==> config.mk <==
export PLATFORM = sky130hd
export DESIGN_NAME = fifo_wr_arbiter
export DESIGN_NICKNAME = d
export VERILOG_FILES = /design/src/rtl/fifo_wr_arbiter.sv
export SDC_FILE = /design/constraint.sdc
export NUM_CORES = 1
export LEC_CHECK = 0
export ABC_AREA = 1
export CAP_MARGIN = 10
export CORE_UTILIZATION = 38
export DETAILED_ROUTE_END_ITERATION = 6
export GPL_TIMING_DRIVEN = 0
export PLACE_DENSITY = 0.83
export REMOVE_ABC_BUFFERS = 1
export SLEW_MARGIN = 20
export SYNTH_ARGS = -nofsm -noshare
export SYNTH_HDL_FRONTEND = slang
export SYNTH_SLANG_ARGS = --single-unit
export TNS_END_PERCENT = 100
==> constraint.sdc <==
create_clock -name clk -period 2.9 [get_ports clk]
set_input_delay 0.58 -clock clk [delete_from_list [all_inputs] [get_ports clk]]
set_output_delay 0.58 -clock clk [all_outputs]
set_load 0.01 [all_outputs]
==> src/rtl/fifo_wr_arbiter.sv <==
// fifo_wr_arbiter
//   Round-robin arbiter sharing one sync_fifo write port among NUM_REQ
//   producers. One word is written per cycle at most. A producer can lock
//   the port for a burst of up to MAX_BURST words. Every write is gated by
//   fifo_full, so the shared FIFO cannot overflow.
//
// Ports
//   clk         in   system clock, rising edge
//   reset       in   synchronous, active-high reset
//   req         in   [NUM_REQ]        per-producer write request, held until ack
//   lock        in   [NUM_REQ]        per-producer burst request, sampled with req
//   din_bus     in   [NUM_REQ*Width]  producer data, slice i = [i*Width +: Width]
//   ack         out  [NUM_REQ]        one-hot, producer word written this cycle
//   fifo_full   in                    FIFO full flag
//   fifo_w_enb  out                   FIFO write enable
//   fifo_din    out  [Width]          FIFO write data
//   grant_id    out  [clog2(NUM_REQ)] producer being written, 0 when idle
//   busy        out                   high while a burst is locked
//   stall_cnt   out  [16]             only with FIFO_ARB_STATS_EN defined
//
// Build option
//   FIFO_ARB_STATS_EN : adds a saturating stall counter (cycles with any
//                       request pending while the FIFO is full).
//
// FSM states
//   state    | meaning
//   ST_IDLE  | round-robin among all requesters, one word per cycle
//   ST_BURST | port locked to owner until lock drops, req drops or MAX_BURST words

module fifo_wr_arbiter #(
  parameter int NUM_REQ   = 4,
  parameter int Width     = 16,
  parameter int MAX_BURST = 4,
  localparam int IdW      = $clog2(NUM_REQ),
  localparam int CntW     = $clog2(MAX_BURST + 1)
) (
  input  logic                     clk,
  input  logic                     reset,
  input  logic [NUM_REQ-1:0]       req,
  input  logic [NUM_REQ-1:0]       lock,
  input  logic [NUM_REQ*Width-1:0] din_bus,
  output logic [NUM_REQ-1:0]       ack,
  input  logic                     fifo_full,
  output logic                     fifo_w_enb,
  output logic [Width-1:0]         fifo_din,
  output logic [IdW-1:0]           grant_id,
  output logic                     busy
`ifdef FIFO_ARB_STATS_EN
  ,
  output logic [15:0]              stall_cnt
`endif
);

  typedef enum logic [0:0] {
    ST_IDLE  = 1'b0,
    ST_BURST = 1'b1
  } state_t;

  state_t          state, state_nxt;
  logic [IdW-1:0]  last_grant, last_grant_nxt;
  logic [IdW-1:0]  owner, owner_nxt;
  logic [CntW-1:0] burst_cnt, burst_cnt_nxt;
  logic [CntW-1:0] burst_cnt_inc;

  logic            rr_hit;
  logic [IdW-1:0]  rr_idx;
  int              rr_k;

  logic            wr_go;
  logic [IdW-1:0]  wr_sel;

  // Round-robin search starting just after the last granted producer.
  always_comb begin
    rr_hit = 1'b0;
    rr_idx = '0;
    rr_k   = 0;
    for (int i = 1; i <= NUM_REQ; i++) begin
      rr_k = int'(last_grant) + i;
      if (rr_k >= NUM_REQ) rr_k = rr_k - NUM_REQ;
      if (!rr_hit && req[rr_k[IdW-1:0]]) begin
        rr_hit = 1'b1;
        rr_idx = rr_k[IdW-1:0];
      end
    end
  end

  assign burst_cnt_inc = burst_cnt + CntW'(1);

  always_ff @(posedge clk) begin
    if (reset) begin
      state      <= ST_IDLE;
      last_grant <= IdW'(NUM_REQ - 1);
      owner      <= '0;
      burst_cnt  <= '0;
    end else begin
      state      <= state_nxt;
      last_grant <= last_grant_nxt;
      owner      <= owner_nxt;
      burst_cnt  <= burst_cnt_nxt;
    end
  end

  always_comb begin
    state_nxt      = state;
    last_grant_nxt = last_grant;
    owner_nxt      = owner;
    burst_cnt_nxt  = burst_cnt;
    wr_go          = 1'b0;
    wr_sel         = '0;
    unique case (state)
      ST_IDLE: begin
        if (!fifo_full && rr_hit) begin
          wr_go          = 1'b1;
          wr_sel         = rr_idx;
          last_grant_nxt = rr_idx;
          if (lock[rr_idx] && (MAX_BURST > 1)) begin
            state_nxt     = ST_BURST;
            owner_nxt     = rr_idx;
            burst_cnt_nxt = CntW'(1);
          end
        end
      end
      ST_BURST: begin
        // last_grant already equals owner, so round-robin resumes after it.
        if (!req[owner]) begin
          state_nxt = ST_IDLE;
        end else if (!fifo_full) begin
          wr_go         = 1'b1;
          wr_sel        = owner;
          burst_cnt_nxt = burst_cnt_inc;
          if (!lock[owner] || (burst_cnt_inc == CntW'(MAX_BURST)))
            state_nxt = ST_IDLE;
        end
      end
      default: state_nxt = ST_IDLE;
    endcase
    // Outputs are combinational, so reset must mask them directly.
    if (reset) wr_go = 1'b0;
  end

  always_comb begin
    ack = '0;
    if (wr_go) ack[wr_sel] = 1'b1;
  end

  assign fifo_w_enb = wr_go;
  assign fifo_din   = wr_go ? din_bus[int'(wr_sel) * Width +: Width] : '0;
  assign grant_id   = wr_go ? wr_sel : '0;
  assign busy       = (state == ST_BURST) && !reset;

`ifdef FIFO_ARB_STATS_EN
  always_ff @(posedge clk) begin
    if (reset)
      stall_cnt <= '0;
    else if ((|req) && fifo_full && (stall_cnt != 16'hFFFF))
      stall_cnt <= stall_cnt + 16'd1;
  end
`endif

endmodule

Yosys cells after proc, flatten, opt, wreduce, memory -nomap -nowiden
Cells that the tools add are included.
{ "op_classes": {"n_shift": 1, "add_sub_neg": 9, "n_div": 0, "n_mux": 51, "n_eq_ne": 5, "n_bitwise": 1, "multipliers": 0, "reduce_logical": 16, "magnitude_cmp": 12} }
{ "ops": {"columns": ["cell", "n"], "rows": [
  ["64-bit by 7-bit indexed part select with 16-bit output", 1],
  ["2-bit two-way mux", 12],
  ["2-bit by 3-bit less-than comparator with 1-bit output, second input constant", 7],
  ["1-bit two-way mux", 21],
  ["16-bit two-way mux", 1],
  ["1-bit binary-select mux with 2-bit select", 7],
  ["3-bit two-way mux", 4],
  ["3-bit greater-or-equal comparator, second input constant", 3],
  ["2-bit by 1-bit subtractor with 2-bit output, second input constant", 4],
  ["2-bit by 2-bit adder with 3-bit output, second input constant", 2],
  ["1-bit logical AND", 6],
  ["1-bit logical NOT", 6],
  ["2-bit != test, second input constant", 3],
  ["3-bit one-hot mux with 2 select lines", 1],
  ["2-bit by 3-bit adder with 4-bit output, second input constant", 1],
  ["4-bit by 3-bit greater-or-equal comparator with 1-bit output, second input constant", 1],
  ["4-bit two-way mux", 1],
  ["1-bit one-hot mux with 2 select lines", 2],
  ["2-bit one-hot mux with 2 select lines", 1],
  ["4-bit AND reduction", 1],
  ["2-bit by 1-bit adder with 3-bit output, second input constant", 1],
  ["3-bit by 1-bit adder with 3-bit output, second input constant", 1],
  ["3-bit == test, second input constant", 1],
  ["3-bit AND reduction", 1],
  ["6 further kinds", 6]
]} }
{ "totals": {"latch_bits": 0, "regBits": 8, "mem_count": 0, "mem_bits_rw": 0, "mem_bits_ro": 0, "in_bits": 75, "output_inout_bits": 24, "elab_cells": 99} }

Logic depth before layout (Yosys ltp)
{ "logic_depth": {"depth_word": 23, "mapped_depth": 19, "depth_no_buf": 18} }

Worst setup path after synthesis
No wires, ideal clock.
{ "synth_path": {"path_kind": "input-to-output", "startpoint": "input port req[3]", "endpoint": "output port fifo_din[0]", "path_stages": 11, "path_slack_ps": 418, "path_buffers": 1, "required_ps": 2320, "t_arrival_ps": 1902, "path_cell_list": "inv_1 -> a21oi_1 -> o21ai_0 -> o21ai_1 -> nand3_1 -> clkinv_1 -> nand2_1 -> buf_1 -> nand3b_1 -> nand3_1 -> a21oi_1"} }
{ "synth_between": {"elab_chain_len": 17, "elab_cells_between_ends": 34, "cone_classes": "1 x shift; 26 x mux; 7 x reduce/logical"} }
{ "synth_rtl": {"columns": ["item", "line", "rtl"], "rows": [
  ["from (decl)", "39", "input logic [NUM_REQ-1:0] req,"],
  ["1-bit binary-select mux with 2-bit select", "80", "if (!rr_hit && req[rr_k[IdW-1:0]]) begin"],
  ["1-bit two-way mux (not written as such)", "80", null],
  ["1-bit two-way mux", "80", null],
  ["1-bit logical NOT", "80", null],
  ["1-bit logical AND", "80", null],
  ["1-bit two-way mux", "80", null],
  ["1-bit logical NOT", "80", null],
  ["1-bit logical AND", "80", null],
  ["1-bit two-way mux", "80", null],
  ["1-bit logical NOT", "80", null],
  ["1-bit logical AND", "80", null],
  ["1-bit two-way mux", "80", null],
  ["1-bit logical AND", "112", "if (!fifo_full && rr_hit) begin"],
  ["2-bit two-way mux / 1-bit two-way mux (equally long branches)", "112", null],
  ["2-bit one-hot mux with 2 select lines / 1-bit one-hot mux with 2 select lines (equally long branches)", "110", "unique case (state)"],
  ["64-bit by 7-bit indexed part select with 16-bit output / 1-bit two-way mux (equally long branches)", "147, 138", null],
  ["16-bit two-way mux *", "147", "assign fifo_din = wr_go ? din_bus[int'(wr_sel) * Width +: Width] : '0;"],
  ["to (decl)", "45", "output logic [Width-1:0] fifo_din,"]
]} }
Every way passes the cells marked *; elsewhere a longest branch is shown, timed or not. The select of a mux whose other input is x is not followed.

Worst setup path in the final report
{ "layout_path": {"startpoint": "input port req[3]", "endpoint": "output port fifo_din[4]"} }
The elaborated chain is that of the path after synthesis.

==> results by group <==
Status
  • Outcome: finished, violations left
  • Failing checks: negative setup slack

Global route
  • First-pass GRT wire length: 10,500 um
  • Pin count of the biggest net entering global routing: 26
  • Antenna violations before repair: 0
  • M2 GR Usage: 50.0%
  • GR Layer Usage met3: about 8.4%
  • GR Overflow Total: 0
  • Total track usage: 29.9%
  • Busiest metal layer after global routing: met2
  • Met1 Usage GRT: 34.3%
  • Vias in the first global route: approximately 2,300

Finish
  • Ant. Diodes: 0
  • Final Non-Filler Cells: 486
  • P&R area growth vs syn: 98.2%
  • Commonest non-fill, non-tap cell in the layout: nand2_1
  • Post-route cell area: 3240 um2
  • Most frequent cells in the layout: nand2_1, clkdlybuf4s50_1, inv_1
  • Layout cell share with drive strength beyond 1: between 30% and 40%
  • NumNets Final: 515

Timing
  • Fmax: 0.319 GHz
  • Slew Viols, Final: 0
  • RSZ-0062 raised after global routing: yes
  • Max_slew headroom: 77.0%
  • Final Hold Vio Count: 0
  • Actual slew at the worst max-slew pin: roughly 0.34 ns
  • Crit path time final: 3.14 ns
  • Final worst path period share: 108%
  • Final setup vio count: 20
  • Worst clock skew: 0.00542 ns
  • Fin Setup TNS: -1.70 ns
  • Final worst slack: -0.238 ns

Drt
  • Vias per inst: 5.66
  • Pre-Repair DR Iteration Count: 5
  • DR DRC count: 0
  • Post-DRT Antenna Nets: 0
  • DR iter-0 viols: 286
  • Detailed Route WL: 8810 um
  • Wire length per cell: roughly 18 um
  • Via count: 2,749

Worst setup path
  • CP Data Arrival Time: 2.56 ns
  • Critical Path Fanout Max: 7
  • Worst setup SP type: input port
  • CP required: 2.32 ns
  • WS Path Type: input port to output port
  • CP Capture Type: output port

Clock tree
  • Inserted Clock Buffers: 3
  • Hold buffer count at cts: 0
  • H-tree levels: 1
  • Clock tree buffer depth: 2
  • CTS tree: done
  • Root buffer cell: clkbuf_8
  • Worst-Skew Late Latency: 0.23 ns
  • Clock Sinks: 8
  • Clock slew at reported path FFs: around 0.040 ns

Floorplanning
  • Initial Util: around two fifths
  • Core area: 4060 um2
  • Die area: 4570 um2
  • Die Y: 67.6 um
  • # IOs: about 100
  • Rows: 23
  • Die W: approximately 68 um

Placement
  • Post-DP Area: 2580 um2
  • DP HPWL: 4180 um
  • PortBufs: slightly below 100
  • Placed Cells: ~440
  • GP Congestion: 0.890

Min path
  • Hold Crit Class: flip-flop to flip-flop

Run
  • Max Cap Viol: 0

Power and ir drop
  • Peak VDD IR: 0.000987 V
  • Pwr dens: 1130 nW/um2
  • Leakage power: ~1.6 nW

Synthesis
  • Post-synth EDFFs: 0
  • Post-synth top area cell: nand2_1
  • Post-Syn Instances: between 200 and 300
  • Top cells by area, synth: nand2_1, inv_1, dfxtp_1
  • Post-synth ARST share: 0%
  • Avg Inst Size Synth: 5.47 um2
  • Seq/Total Area, Yosys: 9.80%
  • Yosys cell types: 28
  • Synth Cell Area: 1630 um2
  • Synth warn: 0
  • Area share of the largest cell type after synthesis: 21.8%
  • Post-synth top flop: dfxtp_1
  • Flops & latches, synth: 8
## through the flow
| step | power, mW | utilization (%) | hold WS [ns] | setup WS (ns) |
|---|---|---|---|---|
| 2_1_floorplan | 1.44 | - | 0.470 | 0.0197 |
| 3_3_place_gp | 2.01 | 63.6 | 0.486 | -1.48 |
| 3_5_place_dp | 2.06 | 63.6 | 0.499 | -1.52 |
| 4_1_cts | 3.05 | 73.7 | 0.504 | 0.00189 |
| 5_1_grt | 3.84 | 79.8 | 0.551 | -0.276 |
| 6_report | 3.66 | 79.8 | 0.514 | -0.238 |
## synthesized netlist by cell type (2+ instances only)
| cell type | number |
|---|---|
| nor2_1 | 15 |
| nand2_1 | 95 |
| o21ai_1 | 12 |
| inv_2 | 5 |
| o211ai_1 | 2 |
| nand3_1 | 23 |
| nand3b_1 | 21 |
| nand3_2 | 11 |
| inv_1 | 48 |
| nand2_2 | 7 |
| o21ai_0 | 9 |
| buf_2 | 4 |
| nor2_4 | 2 |
| a21oi_1 | 18 |
| ha_1 | 2 |
| nand2_4 | 2 |
| dfxtp_1 | 8 |
| buf_6 | 5 |
## where the power goes
group / internal (mW) / switching (mW)
Sequential: 0.158 / 0.0715
Combinational: 1.38 / 1.92
Clock: 0.0898 / 0.0422
## state kept, by name (all words and copies together) (netlist names)
| signal | count |
|---|---|
| last_grant | 2 |
| state | 1 |
| burst_cnt | 3 |
| owner | 2 |
## final timing paths
path | start | end | slack [ns] | cells past startpoint
max reg2reg | last_grant[0] | owner[1] | 0.10 | 22
min reg2reg | burst_cnt[1] | burst_cnt[1] | 0.51 | 2
max | req[3] | fifo_din[4] | -0.24 | 18
min | burst_cnt[1] | burst_cnt[1] | 0.51 | 2
## logic make-up (layout without fill, tap and decap cells)
family                   count (synthesis)  count (layout)  synth area share [%]
AND/OR/NAND/NOR                        178             185                  54.9
XOR/XNOR                                 1               1                 0.536
AO/OA/AOI/OAI                           43              43                  14.4
flip-flops                               8               8                  9.80
buffers and inverters                   67             197                  18.8
adder cells (fa/ha/maj)                  2               2                  1.53
## layout make-up
cell class,instances,area (um2)
Inverter,55,236
Clock buffer,3,41.3
Sequential cell,8,169
Fill cell,251,818
Timing Repair inverter,1,6.26
Timing Repair Buffer,138,1220
Multi-Input combinational cell,231,1500
Tap cell,50,62.6
## layer usage
| layer | part of all wire (%) | vias up |
|---|---|---|
| met4 | 4.8 | 0 |
| met5 | 0 | - |
| met3 | 12 | 54 |
| met2 | 48 | 200 |
| met1 | 35 | 1265 |
| li1 | - | 1230 |
## repair_timing
| item | CTS | global route |
|---|---|---|
| setup buffers | 32 | 8 |
| pin swaps | 23 | 16 |
| gates resized for setup | 138 | 59 |
| setup endpoints to repair | 23 | 27 |
| gates cloned | 6 | 2 |
## worst max-delay path, cell delays in order
cell and delay (ns):
buf_4 0.14, inv_4 0.06, nand2_2 0.06, nand3_2 0.10, nand2_2 0.08, nor2_4 0.14, nand3_2 0.11, buf_4 0.17
nand2_4 0.10, nand2_8 0.10, nand2_8 0.18, nand2_8 0.12, inv_8 0.09, nand2_2 0.04, nand2_1 0.06, nand2_1 0.08
o21ai_1 0.13, buf_2 0.19
No activity file was read; power rests on OpenSTA's default activity.
